===== src/rtl/cfg_pwm_timer_pkg.sv =====
// Shared types and register-map constants for the cfg_pwm_timer block.
package cfg_pwm_timer_pkg;

    typedef enum logic [1:0] {
        IDLE = 2'd0,
        RUN  = 2'd1,
        DONE = 2'd2
    } state_t;

    localparam int CFG_CTRL    = 0;
    localparam int CFG_PER_LO  = 1;
    localparam int CFG_PER_HI  = 2;
    localparam int CFG_DUTY_LO = 3;
    localparam int CFG_DUTY_HI = 4;

    localparam int ST_CNT_LO = 0;
    localparam int ST_CNT_HI = 1;
    localparam int ST_WRAP   = 2;
    localparam int ST_FLAGS  = 3;
    localparam int ST_ID     = 4;
    localparam int ST_VER    = 5;

    localparam int CTRL_ENABLE    = 0;
    localparam int CTRL_ONE_SHOT  = 1;
    localparam int CTRL_CLEAR     = 2;
    localparam int CTRL_INVERT    = 3;
    localparam int CTRL_PRESC_LSB = 4;

    localparam logic [7:0] TIMER_ID  = 8'hC5;
    localparam logic [7:0] TIMER_VER = 8'h01;

endpackage


===== src/rtl/cfg_pwm_timer_prescaler.sv =====
// Power-of-two prescaler: one-clk tick every 2^n enabled clocks while running.
module cfg_pwm_prescaler (
    input  logic       clk,
    input  logic       rstb,
    input  logic       ena,
    input  logic       run,
    input  logic       clear,
    input  logic [3:0] n,
    output logic       tick
);

    logic [14:0] cnt;
    logic [14:0] mask;

    // n=15 shifts the one out of range; the subtraction then wraps to 2^15-1.
    always_comb begin
        mask = (15'd1 << n) - 15'd1;
        tick = run && (cnt == mask);
    end

    always_ff @(posedge clk or negedge rstb) begin
        if (!rstb) begin
            cnt <= '0;
        end else if (ena) begin
            if (!run || clear || tick) cnt <= '0;
            else                       cnt <= cnt + 15'd1;
        end
    end

endmodule


===== src/rtl/cfg_pwm_timer.sv =====
// Register-mapped 16-bit PWM timer fed by the SPI config bus.
// Optional: CFG_PWM_TIMER_SHADOW_EN captures period/duty into shadow registers.
module cfg_pwm_timer
    import cfg_pwm_timer_pkg::*;
#(
    parameter int NUM_CFG    = 8,
    parameter int NUM_STATUS = 8,
    parameter int REG_WIDTH  = 8
) (
    input  logic                            clk,
    input  logic                            rstb,
    input  logic                            ena,
    input  logic [NUM_CFG*REG_WIDTH-1:0]    config_regs,
    output logic [NUM_STATUS*REG_WIDTH-1:0] status_regs,
    output logic                            pwm_out
);

    logic [7:0]  ctrl;
    logic [15:0] period_cfg, duty_cfg, period_eff, duty_eff;
    logic        enable, one_shot, invert, clear_edge;
    logic        tick, run, wrap, load_sh;
    logic        clear_d, done, wrap_sticky;
    logic [15:0] count;
    logic [7:0]  wrap_cnt;
    state_t      state, state_nxt;
    logic        unused_cfg;

    assign ctrl       = config_regs[CFG_CTRL*REG_WIDTH +: REG_WIDTH];
    assign period_cfg = {config_regs[CFG_PER_HI*REG_WIDTH +: REG_WIDTH],
                         config_regs[CFG_PER_LO*REG_WIDTH +: REG_WIDTH]};
    assign duty_cfg   = {config_regs[CFG_DUTY_HI*REG_WIDTH +: REG_WIDTH],
                         config_regs[CFG_DUTY_LO*REG_WIDTH +: REG_WIDTH]};
    assign unused_cfg = ^config_regs[NUM_CFG*REG_WIDTH-1:5*REG_WIDTH];

    assign enable     = ctrl[CTRL_ENABLE];
    assign one_shot   = ctrl[CTRL_ONE_SHOT];
    assign invert     = ctrl[CTRL_INVERT];
    assign clear_edge = ctrl[CTRL_CLEAR] & ~clear_d;
    assign run        = (state == RUN);

`ifdef CFG_PWM_TIMER_SHADOW_EN
    logic [15:0] period_sh, duty_sh;

    always_ff @(posedge clk or negedge rstb) begin
        if (!rstb) begin
            period_sh <= '0;
            duty_sh   <= '0;
        end else if (ena && load_sh) begin
            period_sh <= period_cfg;
            duty_sh   <= duty_cfg;
        end
    end

    assign period_eff = period_sh;
    assign duty_eff   = duty_sh;
`else
    assign period_eff = period_cfg;
    assign duty_eff   = duty_cfg;
`endif

    cfg_pwm_prescaler u_prescaler (
        .clk   (clk),
        .rstb  (rstb),
        .ena   (ena),
        .run   (run),
        .clear (clear_edge),
        .n     (ctrl[CTRL_PRESC_LSB +: 4]),
        .tick  (tick)
    );

    // A clear edge suppresses any wrap landing on the same cycle.
    assign wrap = run && tick && !clear_edge && (count == period_eff);

    always_comb begin
        state_nxt = state;
        load_sh   = 1'b0;
        case (state)
            IDLE: begin
                if (enable) begin
                    state_nxt = RUN;
                    load_sh   = 1'b1;
                end
            end
            RUN: begin
                if (wrap) begin
                    if (one_shot) state_nxt = DONE;
                    else          load_sh   = 1'b1;
                end
                if (!enable) state_nxt = IDLE;
            end
            DONE: begin
                if (clear_edge || !enable) state_nxt = IDLE;
            end
            default: state_nxt = IDLE;
        endcase
    end

    always_ff @(posedge clk or negedge rstb) begin
        if (!rstb) begin
            state       <= IDLE;
            clear_d     <= 1'b0;
            count       <= '0;
            wrap_cnt    <= '0;
            done        <= 1'b0;
            wrap_sticky <= 1'b0;
            pwm_out     <= 1'b0;
        end else if (ena) begin
            state   <= state_nxt;
            clear_d <= ctrl[CTRL_CLEAR];
            pwm_out <= run ? ((count < duty_eff) ^ invert) : invert;
            if (clear_edge) begin
                count       <= '0;
                wrap_cnt    <= '0;
                done        <= 1'b0;
                wrap_sticky <= 1'b0;
            end else if (state == DONE) begin
                count <= '0;
            end else if (wrap) begin
                count       <= '0;
                wrap_sticky <= 1'b1;
                if (wrap_cnt != 8'hFF) wrap_cnt <= wrap_cnt + 8'd1;
                if (one_shot)          done     <= 1'b1;
            end else if (run && tick) begin
                count <= count + 16'd1;
            end
        end
    end

    always_comb begin
        status_regs = '0;
        status_regs[ST_CNT_LO*REG_WIDTH +: REG_WIDTH] = count[7:0];
        status_regs[ST_CNT_HI*REG_WIDTH +: REG_WIDTH] = count[15:8];
        status_regs[ST_WRAP*REG_WIDTH   +: REG_WIDTH] = wrap_cnt;
        status_regs[ST_FLAGS*REG_WIDTH  +: REG_WIDTH] = {4'b0000, wrap_sticky, pwm_out, done, run};
        status_regs[ST_ID*REG_WIDTH     +: REG_WIDTH] = TIMER_ID;
        status_regs[ST_VER*REG_WIDTH    +: REG_WIDTH] = TIMER_VER;
    end

endmodule


===== config.mk =====
export PLATFORM = sky130hd
export DESIGN_NAME = cfg_pwm_timer
export DESIGN_NICKNAME = d
export VERILOG_FILES = /design/src/rtl/cfg_pwm_timer_pkg.sv /design/src/rtl/cfg_pwm_timer_prescaler.sv /design/src/rtl/cfg_pwm_timer.sv
export SDC_FILE = /design/constraint.sdc
export NUM_CORES = 1
export LEC_CHECK = 0
export CAP_MARGIN = 0
export CORE_ASPECT_RATIO = 0.75
export CORE_UTILIZATION = 30
export DETAILED_ROUTE_END_ITERATION = 6
export GPL_ROUTABILITY_DRIVEN = 0
export PLACE_DENSITY = 0.58
export SKIP_CTS_REPAIR_TIMING = 1
export SLEW_MARGIN = 25
export SYNTH_ARGS = -nofsm -noshare
export SYNTH_HDL_FRONTEND = slang
export SYNTH_HIERARCHICAL = 1
export SYNTH_SLANG_ARGS = --single-unit
export TNS_END_PERCENT = 10

===== constraint.sdc =====
create_clock -name clk -period 7.94 [get_ports clk]
set_input_delay 2.382 -clock clk [delete_from_list [all_inputs] [get_ports clk]]
set_output_delay 2.382 -clock clk [all_outputs]
set_load 0.03 [all_outputs]

-- Word-level counts from Yosys, hierarchy flattened
Index checks and enable logic that the tools add are counted.
- add/sub/neg operators: 4
- divide/modulo/power cells: 0
- equal/unequal tests: 10
- magnitude comparators: 1
- shift-type cells: 1
- multiply operators: 0
- reductions and logical operators: 20
- bitwise operators: 3
- muxes and demuxes: 23
- operators by type and width (operator ; number):
    16-bit two-way mux ; 4
    8-bit two-way mux ; 4
    16-bit by 1-bit adder with 16-bit output, second input constant ; 1
    16-bit equality test ; 1
    16-bit < comparator ; 1
    15-bit by 1-bit adder with 15-bit output, second input constant ; 1
    15-bit equality test ; 1
    15-bit two-way mux ; 1
    1-bit by 4-bit << shifter with 15-bit output, first input constant ; 1
    15-bit by 1-bit subtractor with 15-bit output, second input constant ; 1
    2-bit two-way mux ; 5
    8-bit by 1-bit adder with 8-bit output, second input constant ; 1
    1-bit two-way mux ; 8
    8-bit != test, second input constant ; 1
    4-bit AND reduction ; 2
    2-bit != test, second input constant ; 3
    2-bit case mux with 3 select lines ; 1
    2-bit nonzero test ; 3
    5-bit AND reduction ; 1
    1-bit logical AND ; 4
    4-bit nonzero test ; 1
    1-bit logical NOT ; 3
    1-bit logical OR ; 3
    3-bit by 2-bit != test with 1-bit output, second input constant ; 1
    other kinds (9) ; 9
- bits in read-only memories: 0
- flip-flop bits (word level): 45
- RAM bits: 0
- bits in latches: 0
- memories kept: 0
- bits of input ports: 67
- logic and storage cells: 70
- output and inout bits: 65

-- Longest topological paths before layout
- depth after elaboration: 10
- depth in mapped cells: 20
- mapped depth without buffers: 14

-- Hierarchy
Netlist, hierarchy kept.
- by module, submodules not included (module ; times used ; area each (um^2) ; seq. area each (um^2) ; cells each):
    cfg_pwm_timer ; 1 ; 2618.8 ; 750.7 ; 310
    cfg_pwm_prescaler ; 1 ; 1477.7 ; 375.4 ; 173

-- Least setup slack after synthesis
Ideal clock, no wire load.
- kind: input -> register
- start point: input config_regs[7]
- end point: register wrap_cnt[6]
- arrival: 5.968 ns
- stages on the path: 19
- setup time: 0.126 ns
- buffers on the path: 5
- required time: 7.814 ns
- slack: 1.846 ns
- path through: buf_2 -> nor3_1 -> nand2b_1 -> ha_1 -> buf_2 -> xnor2_1 -> xnor2_1 -> a221o_1 -> nor4_4 -> nand4_2 -> nor2_1 -> and3b_1 -> buf_6 -> nand4_1 -> or3_1 -> buf_2 -> or3_1 -> buf_2 -> a311o_1
- word-level cells in the longest chain between the ends: 9
- ends and longest elaborated chain (what ; RTL line ; source):
    start, declared ; cfg_pwm_timer.sv:13 ; input logic [NUM_CFG*REG_WIDTH-1:0] config_regs,
    1-bit by 4-bit << shifter with 15-bit output ; cfg_pwm_timer_prescaler.sv:17 ; mask = (15'd1 << n) - 15'd1;
    15-bit by 1-bit subtractor with 15-bit output ; cfg_pwm_timer_prescaler.sv:17 ;
    15-bit equality test ; cfg_pwm_timer_prescaler.sv:18 ; tick = run && (cnt == mask);
    1-bit logical AND ; cfg_pwm_timer_prescaler.sv:18 ;
    named net tick ; cfg_pwm_timer.sv:21 ; logic tick, run, wrap, load_sh;
    1-bit logical AND (3 in a row) ; cfg_pwm_timer.sv:72 ; assign wrap = run && tick && !clear_edge && (count == period_eff);
    2-bit nonzero test (no source line) ; n/a ;
    4-bit AND reduction (no source line) ; n/a ;
    end signal, assigned ; cfg_pwm_timer.sv:121 ; if (wrap_cnt != 8'hFF) wrap_cnt <= wrap_cnt + 8'd1;
    end, declared ; cfg_pwm_timer.sv:24 ; logic [7:0] wrap_cnt;
The timed path passes the listed nets, and every way through them passes these cells.
A chain may end at the register's enable or synchronous reset.

-- Final worst setup path
Ends and elaborated chain as after synthesis.

==> results.py <==
metrics = {
    "global_routing": {
        "antenna_found_initial": 0,
        "grt_pass1_wl_mm": 17.20,
        "grt_usage_pct": 15.32,
        "grt_max_degree": 46,
        "overflow": 0,
        "grt_pass1_vias": 3348,
    },
    "sta": {
        "period_needed_ns": 6.695,
        "period_share_pct": 84.32,
        "setup_viol_count_final": 0,
        "fin_ws_ns": 1.245,
        "finalHoldViolCount": 0,
        "rsz0062_at_grt": "false",
        "worst_slew_pin_slew_ns": 0.7247,
        "slew_viol_final": 0,
        "skew_ns": 0.005583,
        "fmax_mhz": 149.4,
        "fin_setup_tns_ns": 0,
        "slew_headroom_pct": 51.68,
    },
    "critical_path": {
        "start_kind": "input port",
        "rr_worst_depth": 11,
        "end_kind": "flop",
        "cp_max_fo": 23,
        "cp_data_required_time_ns": 8.11,
        "path_class": "in2reg",
        "r2r-start": "u_prescaler/cnt[10]",
        "timing.rr.end": "wrap_cnt[6]",
        "r2r_slack_ns": 4.00,
        "worstPathArrival_ns": 6.86,
    },
    "logic_synthesis": {
        "yosys_warnings": 6,
        "ys_seq_elements": 45,
        "synth_cell_type_count": 74,
        "synthFlopType": "dfrtp_1",
        "syn_inst": 483,
        "syn_area_sq_um": 4096,
        "ys_seq_area_share_pct": 27.49,
        "synth_edf_count": 0,
        "avgSynthCellArea_sq_um": 8.481,
        "postSynth.asyncResetShare_pct": 100.0,
    },
    "floorplan": {
        "start_util_pct": 31.15,
        "core-area_sq_um": 13150,
        "die_area_sq_um": 14130,
        "row_count": 36,
        "io_pins": 132,
        "die_x_microns": 136.9,
        "die_y_microns": 103.2,
    },
    "final_layout": {
        "most-common-layout-cells": "70 x clkdlybuf4s50_1, 45 x dfrtp_1, 36 x conb_1, 35 x nand2_1, 26 x inv_1",
        "post-route-util_pct": 37.11,
        "final_common_cell": "clkdlybuf4s50_1",
        "design_area_sq_um": 4881,
        "diodes": 0,
        "fin_nets": 619,
        "areaGrowthSynthToFinish_pct": 19.15,
        "drive_above_1_share_pct": 6.567,
    },
    "placement": {
        "place_ws_ns": 0.9474,
        "io_buffers": 71,
        "dpl-instance-area_sq_um": 4736,
        "detailed_place_hpwl_mm": 7.853,
    },
    "route": {
        "first_iter_violations": 216,
        "routed_wl_mm": 10.51,
        "vias": 3561,
        "wl_per_cell_microns": 14.92,
        "drt-vias-per-instance": 5.058,
        "drt.antenna.violating_nets": 0,
        "drt-pass1-iter-count": 4,
        "drc": 0,
    },
    "worst_hold_path": {
        "min-delay-start": "wrap_sticky",
        "hp-class": "reg2reg",
        "hold-path-endpoint": "wrap_sticky",
        "hold_path_depth": 1,
    },
    "clock_network": {
        "clockBufferDepth": 2,
        "clk_pin_slew_worst_paths_ns": 0.06,
        "cts_tree": "yes",
        "insertion_delay_ns": 0.28,
        "cts-root-buf": "clkbuf_16",
        "cts_inserted_buffers": 5,
        "htree_num_levels": 2,
        "clock_sinks": 45,
    },
    "flow_run": {
        "maxCapViolations": 0,
    },
    "status": {
        "outcome": "completed",
    },
    "power": {
        "ir_worst_vdd_uv": 103.4,
        "power_density_nw_per_um2": 128.0,
        "power_mw": 0.6250,
        "power_leakage_nw": 2.093,
    },
}
[layout make-up]
| type | instances | area [sq um] |
|---|---|---|
| multi-input combinational | 377 | 2544 |
| sequential | 45 | 1126 |
| tap | 171 | 214.0 |
| timing repair buffer | 77 | 753.2 |
| clock buffer | 7 | 142.6 |
| fill | 1320 | 8272 |
| inverter | 27 | 101.3 |
[worst max-delay path, stage by stage]
cell and delay, ns:
clkdlybuf4s50_1 0.46, buf_4 0.26, nor3_1 0.13, nand2b_1 0.09, ha_1 0.50, mux2_2 0.40, a221o_1 0.33, nor4_4 0.18
nand4_2 0.17, nor2_1 0.18, and3b_1 0.25, nand4_1 0.10, or3_1 0.54, or3_1 0.50, a311o_1 0.38
[cell families after synthesis]
| family | after synthesis | share of synthesized area [%] |
|---|---|---|
| and+or+nand+nor | 173 | 24.28 |
| AOI/OAI and AO/OA | 101 | 18.17 |
| buffers and inverters | 95 | 13.53 |
| DFF | 45 | 27.49 |
| xor gates and xnor gates | 41 | 8.766 |
| adders and majority gates | 19 | 5.803 |
| muxes | 7 | 1.772 |
| other | 2 | 0.1833 |
[cells in the mapped netlist, drive strengths merged, types with 16 or more instances]
| cell type | count | area [sq um] |
|---|---|---|
| buf | 53 | 396.6 |
| xor2 | 19 | 166.4 |
| nand2 | 35 | 131.4 |
| dfrtp | 45 | 1126 |
| xnor2 | 22 | 192.7 |
| o21ai | 16 | 83.83 |
| ha | 19 | 237.7 |
| nand4 | 17 | 112.6 |
| inv | 26 | 97.59 |
| a21oi | 29 | 182.7 |
| nand3 | 16 | 80.08 |
| nor2 | 21 | 78.83 |
[metrics by stage]
stage / cells / hold WS, ns
after floorplan: 517 / 0.4653
after global placement: 697 / 0.4801
after detailed placement: 697 / 0.4800
after CTS: 704 / 0.4949
after global routing: 704 / 0.5095
final: 704 / 0.4878
[state kept, by name (all words and copies together), names as in the netlist]
register,cells
count,16
wrap_sticky,1
state,2
wrap_cnt,8
clear_d,1
u_prescaler/cnt,15
pwm_out,1
done,1
[layer usage]
metal	up-vias	share of wire [%]	track usage, %
met2	95	43	24.44
li1	1752	-	-
met3	9	5.7	1.901
met1	1705	50	22.17
met5	-	0	0
met4	0	0.95	3.128
[where the power goes]
part / internal, mW / switching, mW / leakage [nW] / total [mW]
logic: 0.0654 / 0.0981 / 1.41 / 0.164
registers: 0.237 / 0.0158 / 0.610 / 0.252
clock network: 0.124 / 0.0852 / 0.0700 / 0.209
total: 0.426 / 0.199 / 2.09 / 0.625
[worst max path at each step]
stage | endpoint | startpoint | slack, ns
after floorplan | wrap_cnt[6] | config_regs[7] | 1.85
after global placement | wrap_cnt[6] | config_regs[7] | 1.02
after detailed placement | wrap_cnt[6] | config_regs[7] | 0.95
after CTS | wrap_cnt[6] | config_regs[7] | 1.23
after global routing | wrap_cnt[6] | config_regs[7] | 0.93
final | wrap_cnt[6] | config_regs[7] | 1.24
Note: power is estimated with default switching activity, not from simulation.
